--- src/rtl/serial_adder_full_adder.sv ---
// One-bit full adder cell: the single arithmetic element of the bit-serial adder.
module FULL_ADDER (
  input  logic FA_A,
  input  logic FA_B,
  input  logic FA_C_0,
  output logic FA_F,
  output logic FA_C_1
);

  logic half_s;

  assign half_s = FA_A ^ FA_B;
  assign FA_F   = half_s ^ FA_C_0;
  assign FA_C_1 = (FA_A & FA_B) | (FA_C_0 & half_s);

endmodule

--- src/rtl/serial_adder.sv ---
// Bit-serial WIDTH-bit adder: operands shift LSB-first through one FULL_ADDER,
// one bit per clock, with the carry held in a register between bits.
module serial_adder #(
  parameter int WIDTH = 8
) (
  input  logic             CLK,
  input  logic             RST,
  input  logic             SA_START,
  input  logic [WIDTH-1:0] SA_A,
  input  logic [WIDTH-1:0] SA_B,
  input  logic             SA_C_IN,
  output logic             SA_BUSY,
  output logic             SA_DONE,
  output logic [WIDTH-1:0] SA_SUM,
  output logic             SA_C_OUT
);

  localparam int CW = $clog2(WIDTH) + 1;

  localparam logic [1:0] ST_IDLE = 2'd0;
  localparam logic [1:0] ST_RUN  = 2'd1;
  localparam logic [1:0] ST_DONE = 2'd2;

  localparam logic [CW-1:0] CNT_ZERO = CW'(0);
  localparam logic [CW-1:0] CNT_ONE  = CW'(1);
  localparam logic [CW-1:0] CNT_LAST = CW'(WIDTH - 1);

  logic [1:0]       state_r;
  logic [CW-1:0]    cnt_r;
  logic [WIDTH-1:0] a_sr_r;
  logic [WIDTH-1:0] b_sr_r;
  logic [WIDTH-1:0] s_sr_r;
  logic             carry_r;
  logic             busy_r;
  logic             done_r;
  logic [WIDTH-1:0] sum_r;
  logic             c_out_r;

  logic             fa_sum_s;
  logic             fa_carry_s;
  logic             accept_s;
  logic             last_s;
  logic [WIDTH-1:0] s_next_s;

  FULL_ADDER u_full_adder (
    .FA_A   (a_sr_r[0]),
    .FA_B   (b_sr_r[0]),
    .FA_C_0 (carry_r),
    .FA_F   (fa_sum_s),
    .FA_C_1 (fa_carry_s)
  );

  // The newest sum bit enters at the MSB so bit 0 lands in the LSB after WIDTH shifts.
  generate
    if (WIDTH == 1) begin : g_sum_w1
      assign s_next_s = fa_sum_s;
    end else begin : g_sum_wn
      assign s_next_s = {fa_sum_s, s_sr_r[WIDTH-1:1]};
    end
  endgenerate

  // Start is honoured only when no addition is in flight (IDLE or DONE).
  always_comb begin
    accept_s = 1'b0;
    last_s   = 1'b0;
    if ((state_r == ST_IDLE) || (state_r == ST_DONE)) begin
      accept_s = SA_START;
    end else if (state_r == ST_RUN) begin
      last_s = (cnt_r == CNT_LAST);
    end else begin
      accept_s = 1'b0;
    end
  end

  // Control sequencing: state, bit counter and the busy/done flags.
  always_ff @(posedge CLK or posedge RST) begin
    if (RST) begin
      state_r <= ST_IDLE;
      cnt_r   <= CNT_ZERO;
      busy_r  <= 1'b0;
      done_r  <= 1'b0;
    end else begin
      case (state_r)
        ST_IDLE, ST_DONE: begin
          done_r <= 1'b0;
          if (accept_s) begin
            state_r <= ST_RUN;
            cnt_r   <= CNT_ZERO;
            busy_r  <= 1'b1;
          end else begin
            state_r <= ST_IDLE;
            busy_r  <= 1'b0;
          end
        end
        ST_RUN: begin
          if (last_s) begin
            state_r <= ST_DONE;
            busy_r  <= 1'b0;
            done_r  <= 1'b1;
          end else begin
            cnt_r <= cnt_r + CNT_ONE;
          end
        end
        default: begin
          state_r <= ST_IDLE;
          cnt_r   <= CNT_ZERO;
          busy_r  <= 1'b0;
          done_r  <= 1'b0;
        end
      endcase
    end
  end

  // Datapath: operand/sum shift registers, carry, and the held result.
  always_ff @(posedge CLK or posedge RST) begin
    if (RST) begin
      a_sr_r  <= '0;
      b_sr_r  <= '0;
      s_sr_r  <= '0;
      carry_r <= 1'b0;
      sum_r   <= '0;
      c_out_r <= 1'b0;
    end else if (accept_s) begin
      a_sr_r  <= SA_A;
      b_sr_r  <= SA_B;
      carry_r <= SA_C_IN;
    end else if (state_r == ST_RUN) begin
      a_sr_r  <= a_sr_r >> 1'b1;
      b_sr_r  <= b_sr_r >> 1'b1;
      s_sr_r  <= s_next_s;
      carry_r <= fa_carry_s;
      if (last_s) begin
        sum_r   <= s_next_s;
        c_out_r <= fa_carry_s;
      end else begin
        sum_r   <= sum_r;
        c_out_r <= c_out_r;
      end
    end else begin
      a_sr_r <= a_sr_r;
    end
  end

  assign SA_BUSY  = busy_r;
  assign SA_DONE  = done_r;
  assign SA_SUM   = sum_r;
  assign SA_C_OUT = c_out_r;

endmodule

--- config.mk ---
export PLATFORM = sky130hd
export DESIGN_NAME = serial_adder
export DESIGN_NICKNAME = d
export VERILOG_FILES = /design/src/rtl/serial_adder_full_adder.sv /design/src/rtl/serial_adder.sv
export SDC_FILE = /design/constraint.sdc
export NUM_CORES = 1
export LEC_CHECK = 0
export ABC_CLOCK_PERIOD_IN_PS = 1850
export CAP_MARGIN = 20
export CELL_PAD_IN_SITES_DETAIL_PLACEMENT = 0
export CELL_PAD_IN_SITES_GLOBAL_PLACEMENT = 1
export CORE_UTILIZATION = 40
export CTS_BUF_LIST = sky130_fd_sc_hd__clkbuf_8 sky130_fd_sc_hd__clkbuf_16
export DETAILED_ROUTE_END_ITERATION = 7
export PLACE_DENSITY = 0.88
export SYNTH_ARGS = -nofsm -noshare
export SYNTH_HDL_FRONTEND = slang
export SYNTH_SLANG_ARGS = --single-unit
--- constraint.sdc ---
create_clock -name CLK -period 1.85 [get_ports CLK]
set_input_delay 0.185 -clock CLK [delete_from_list [all_inputs] [get_ports CLK]]
set_output_delay 0.185 -clock CLK [all_outputs]
set_load 0.005 [all_outputs]
# ---- After elaboration in Yosys (flattened, before gate mapping)
# Cells that the tools add are included.
dict set report totals {
  regBits 42
  wordCells 50
}
dict set report classes {
  addsub 1
  eq_ne 6
  mux 20
  bitwise 6
  reduce_logical 7
}
# op count
set ops {}
lappend ops {{8-bit two-way mux} 4}
lappend ops {{1-bit two-way mux} 10}
lappend ops {{4-bit two-way mux} 2}
lappend ops {{4-bit one-hot mux with 2 select lines} 1}
lappend ops {{2-bit != test (second input constant)} 3}
lappend ops {{4-bit by 1-bit adder with 4-bit output (second input constant)} 1}
lappend ops {{4-bit by 3-bit equality test with 1-bit output (second input constant)} 1}
lappend ops {{2-bit one-hot mux with 2 select lines} 1}
lappend ops {{2-bit AND reduction} 2}
lappend ops {{3-bit AND reduction} 1}
lappend ops {{1-bit AND} 2}
lappend ops {{2-bit by 1-bit equality test with 1-bit output (second input constant)} 1}
lappend ops {{2-bit equality test (second input constant)} 1}
lappend ops {{2-bit logical NOT} 1}
lappend ops {{2-bit two-way mux} 1}
lappend ops {{1-bit one-hot mux with 2 select lines} 1}
lappend ops {{2-bit nonzero test} 1}
lappend ops {{2-bit OR reduction} 1}
lappend ops {{1-bit bitwise XOR} 2}
lappend ops {{1-bit logical OR} 1}
lappend ops {{1-bit inverter} 1}
lappend ops {{1-bit bitwise OR} 1}

# ---- Depth between registers and ports, before layout
dict set report depth {
  ltp_word 5
  depth_mapped 5
  ltp_nobuf 4
}

# ---- By module
# Synthesis repeated with hierarchy kept, for this count alone.
dict set report unflattened {
  cells_unflattened 161
  area_unflattened_um2 1765.4
}
# mod n_inst cells_per_inst area_per_inst_um2
set modules_own_cells {}
lappend modules_own_cells {serial_adder 1 160 1745.4}
lappend modules_own_cells {FULL_ADDER 1 1 20.0}

# ---- Worst setup path before layout
# No wires, ideal clock.
dict set report synth_timing {
  kind {reg-to-reg}
  start {reg cnt_r[0]}
  end {reg c_out_r, in the netlist SA_C_OUT}
  arrival_time_ns 1.241
  slack_ns 0.484
  path_stages_with_launch 5
  cell_sequence {dfrtp_1 -> ha_1 -> nand3b_2 -> nor2_8 -> mux2_4}
}
dict set report synth_via {
  elab_chain_len 4
}
# element line_no
set synth_lines {}
lappend synth_lines {{start: declaration} serial_adder.sv:29} ;# logic [CW-1:0] cnt_r;
lappend synth_lines {{start signal: assignment} serial_adder.sv:101} ;# cnt_r <= cnt_r + CNT_ONE;
lappend synth_lines {{4-bit by 3-bit equality test with 1-bit output} serial_adder.sv:69} ;# last_s = (cnt_r == CNT_LAST);
lappend synth_lines {{1-bit two-way mux} serial_adder.sv:68} ;# end else if (state_r == ST_RUN) begin
lappend synth_lines {{1-bit two-way mux} serial_adder.sv:66} ;# if ((state_r == ST_IDLE) || (state_r == ST_DONE)) begin
lappend synth_lines {{3-bit AND reduction (no source line)} -}
lappend synth_lines {{end signal: assignment} serial_adder.sv:134} ;# c_out_r <= fa_carry_s;
lappend synth_lines {{end signal: assignment} serial_adder.sv:137} ;# c_out_r <= c_out_r;
lappend synth_lines {{end: declaration} serial_adder.sv:37} ;# logic c_out_r;
# No other way between the ends.
# A chain may end at the register's enable or synchronous reset.

# ---- Final worst setup path
dict set report layout_timing {
  start {reg cnt_r[0]}
  end {reg sum_r[0], in the netlist SA_SUM[0]}
}
dict set report layout_via {
  elab_chain_len 4
}
# element line_no
set layout_lines {}
lappend layout_lines {{4-bit by 3-bit equality test with 1-bit output} serial_adder.sv:69}
lappend layout_lines {{1-bit two-way mux} serial_adder.sv:68}
lappend layout_lines {{1-bit two-way mux} serial_adder.sv:66}
lappend layout_lines {{3-bit AND reduction (no source line)} -}
lappend layout_lines {{end signal: assignment} serial_adder.sv:133} ;# sum_r <= s_next_s;
lappend layout_lines {{end signal: assignment} serial_adder.sv:136} ;# sum_r <= sum_r;
lappend layout_lines {{end: declaration} serial_adder.sv:36} ;# logic [WIDTH-1:0] sum_r;
# No other way between the ends.

==> flow_summary.toml <==
[run_status]
status = "complete, no violations"

[synthesis]
muxShareOfSynthArea_pct = 8.286
synth-simple-area-share_pct = 19.05
avgSynthCellArea_um2 = 10.97
syn-num-nets = 183
synthAdderAreaFrac_pct = 1.841
synth-xor-area-share_pct = 0
yosysSeqAreaShare_pct = 58.07
ys_seq_elements = 41
ys_types = 28
synth-compound-area-share_pct = 8.994
syn-cell-area_mm2 = 0.001767
synth-async-reset-ratio_pct = 100.0
synth_top_family_by_area = "simple AND/OR/NAND/NOR gates"
synth-edff-count = 0
synth_top_flop_cell = "dfrtp_1"
synth_warnings = 0
syn_inst = 161

[grt]
use_met3_pct = 5.167
grt_overflow = 0
grt_pass1_wl_mm = 5.485
grt_util_all_layers_pct = 16.12
grt_max_degree = 42
antenna_found_initial = 0
use_met1_pct = 19.94
grt-busiest-layer = "met2"
grt_pass1_vias = 1239
met2_usage_pct = 27.08

[timing]
min_period_ns = 1.520
finalCritPeriodShare_pct = 82.18
max_clock_freq_ghz = 0.6578
finalSetupTns_ns = 0
setup_violations = 0
slew_viol_final = 0
maxSlewHeadroom_pct = 53.86
setup_ws_ns = 0.3297
skew_ns = 0.004199
grt_setup_unrepaired = "false"
hold_viol = 0
max_slew.worst_pin.slew_ns = 0.6920

[place]
dpl.cell_count = 237
numPortBuffers = 30
gp_congestion = 0.7944
post_dp_cell_area_mm2 = 0.002115
dp_hpwl_mm = 2.235
place_ws_ns = 0.2396

[worst_setup_path]
critPathSlowestCell = "dfrtp_1"
crit_path_end_kind = "flip-flop"
required_ns = 2.03
cp_max_fo = 10
cp-start-kind = "flip-flop"
arrival_ns = 1.70
path_class = "reg2reg"
worstPathCellList = "ha_1 -> nand3b_2 -> nor2_8 -> mux2_4"
r2r_slack_ns = 0.33
slowest_delay_ns = 0.38

[cells_and_area]
layout.nets = 216
multi_input_area_um2 = 676.9
antennaDiodeCount = 0
drive_above_1_share_pct = 13.33
synthToLayoutAreaGrowth_pct = 26.27
regArea_mm2 = 0.001026
layout.cells.non_filler = 245
fillers = 351
stdcell_area_mm2 = 0.002231

[floorplanning]
die_area_mm2 = 0.004687
io_pins = 31
die_height_um = 68.46
coreArea_mm2 = 0.004115
start_util_pct = 42.93
rows = 23
fp.dieW_um = 68.46

[pwr]
seq_power_share_pct = 42.1
clkPwrFrac_pct = 19.8
finalPower_uw = 3697
internal_power_uw = 2497
p_sw_share_pct = 32.46
p_leak_uw = 0.001032
ir_worst_vdd_mv = 0.7143
p_sw_uw = 1200
combPwrFrac_pct = 38.1
power_density_mw_per_mm2 = 1657

[clock_network]
clock_sinks = 41
cts_buffer_depth = 2
cts_tree = "yes"
cts_resized = 0
htree_num_levels = 2
cts-root-buf = "clkbuf_8"
cts_setup_buffers = 0
clock_latency_ns = 0.29
numCtsBuffers = 5
ctsHoldBuffers = 0
clkTransAtPathRegs_ns = 0.08

[detailed_routing]
route.detailed.drc = 0
firstDrtPassIters = 4
wl_mm = 3.264
routed_via_density = 5.233
detail-route-antenna-nets = 0
num_vias = 1282
drt_iter0_markers = 95
wl_per_cell_um = 13.32

[flow_run]
cap_viol_max_count = 0

[hold_path]
min_path_type = "in2async"
[final cells by class]
class	instances	share of cell area, %
clock buffers	6	3.702
clock inverters	2	1.514
inverters	1	0.1683
multi-input cells	109	30.34
flip-flops and latches	41	45.99
well taps	50	2.804
repair buffers	36	15.48
[synth_stat cells, types with 2 or more instances]
cell / instances / area (µm²)
a21oi_1: 3 / 15.01
a22oi_1: 7 / 52.55
a31oi_1: 2 / 12.51
buf_2: 5 / 25.02
buf_4: 3 / 22.52
dfrtp_1: 41 / 1026
mux2_4: 9 / 135.1
nand2_1: 36 / 135.1
nand2b_1: 2 / 12.51
nand3_1: 9 / 45.04
nor2_1: 13 / 48.80
nor2b_1: 2 / 12.51
nor3_1: 7 / 35.03
o22ai_1: 8 / 50.05
[registers in the layout, indices dropped and copies added (netlist names)]
signal / count
SA_C_OUT: 1
SA_BUSY: 1
cnt_r: 4
carry_r: 1
a_sr_r: 8
SA_SUM: 8
SA_DONE: 1
state_r: 2
b_sr_r: 8
s_sr_r: 7
[power by group through the flow]
stage / registers [µW] / logic (µW) / clock network, µW
final: 1560 / 1410 / 733
after global routing: 1610 / 1570 / 799
after CTS: 1560 / 1430 / 750
after detailed placement: 1580 / 1420 / 0
after global placement: 1560 / 1360 / 0
after floorplan: 1530 / 993 / 0
[cell usage in the layout, fill, tap and decap left out]
master / instances
and3b_1: 1
nor2b_1: 1
nand3b_2: 1
mux2_4: 9
ha_1: 1
nor2_8: 1
o21ai_1: 1
a22oi_1: 7
nand2b_1: 2
nor2b_2: 1
a31oi_1: 2
clkdlybuf4s50_1: 30
o31ai_1: 1
mux2_2: 1
buf_4: 6
dfrtp_1: 41
a21o_1: 1
bufinv_16: 1
nand2_1: 36
inv_1: 2
a21oi_1: 3
a22o_1: 1
clkbuf_8: 6
nand3_1: 9
nor3_1: 7
nor2_1: 13
o22ai_1: 8
fa_1: 1
nor3b_1: 1
[critical path: cells and delay by family, from the launching register on]
| family | cells | cell delay, ns |
|---|---|---|
| and+or+nand+nor | 2 | 0.46 |
| DFF | 1 | 0.38 |
| muxes | 1 | 0.32 |
| adders and majority gates | 1 | 0.24 |
[stage by stage]
stage | hold slack (ns) | utilization [%]
after floorplan | 0.3075 | -
after global placement | 0.4596 | 51.38
after detailed placement | 0.4696 | 51.38
after CTS | 0.3351 | 54.21
after global routing | 0.4055 | 54.21
final | 0.3169 | 54.21
[worst paths after layout]
check                            endpoint  cells after the start     start
worst max-delay path            SA_SUM[0]                      4  cnt_r[0]
worst min-delay path            SA_SUM[6]                      3       RST
worst max register to register  SA_SUM[0]                      4  cnt_r[0]
worst min register to register    SA_BUSY                      1   SA_BUSY
max in group asynchronous        cnt_r[2]                      3       RST
min in group CLK                b_sr_r[7]                      3   SA_B[7]
[cell families after synthesis]
family	count (synthesis)
AO/OA/AOI/OAI	24
adder cells (fa/ha/maj)	2
buffers and inverters	11
flip-flops	41
multiplexers	10
AND/OR/NAND/NOR	73
[layer usage]
layer / routed length (µm) / share of wire, %
met4: 29 / 0.89
met5: 0 / 0
met3: 169 / 5.2
met2: 1562 / 48
met1: 1502 / 46
No activity file was read; power rests on OpenSTA's default activity.
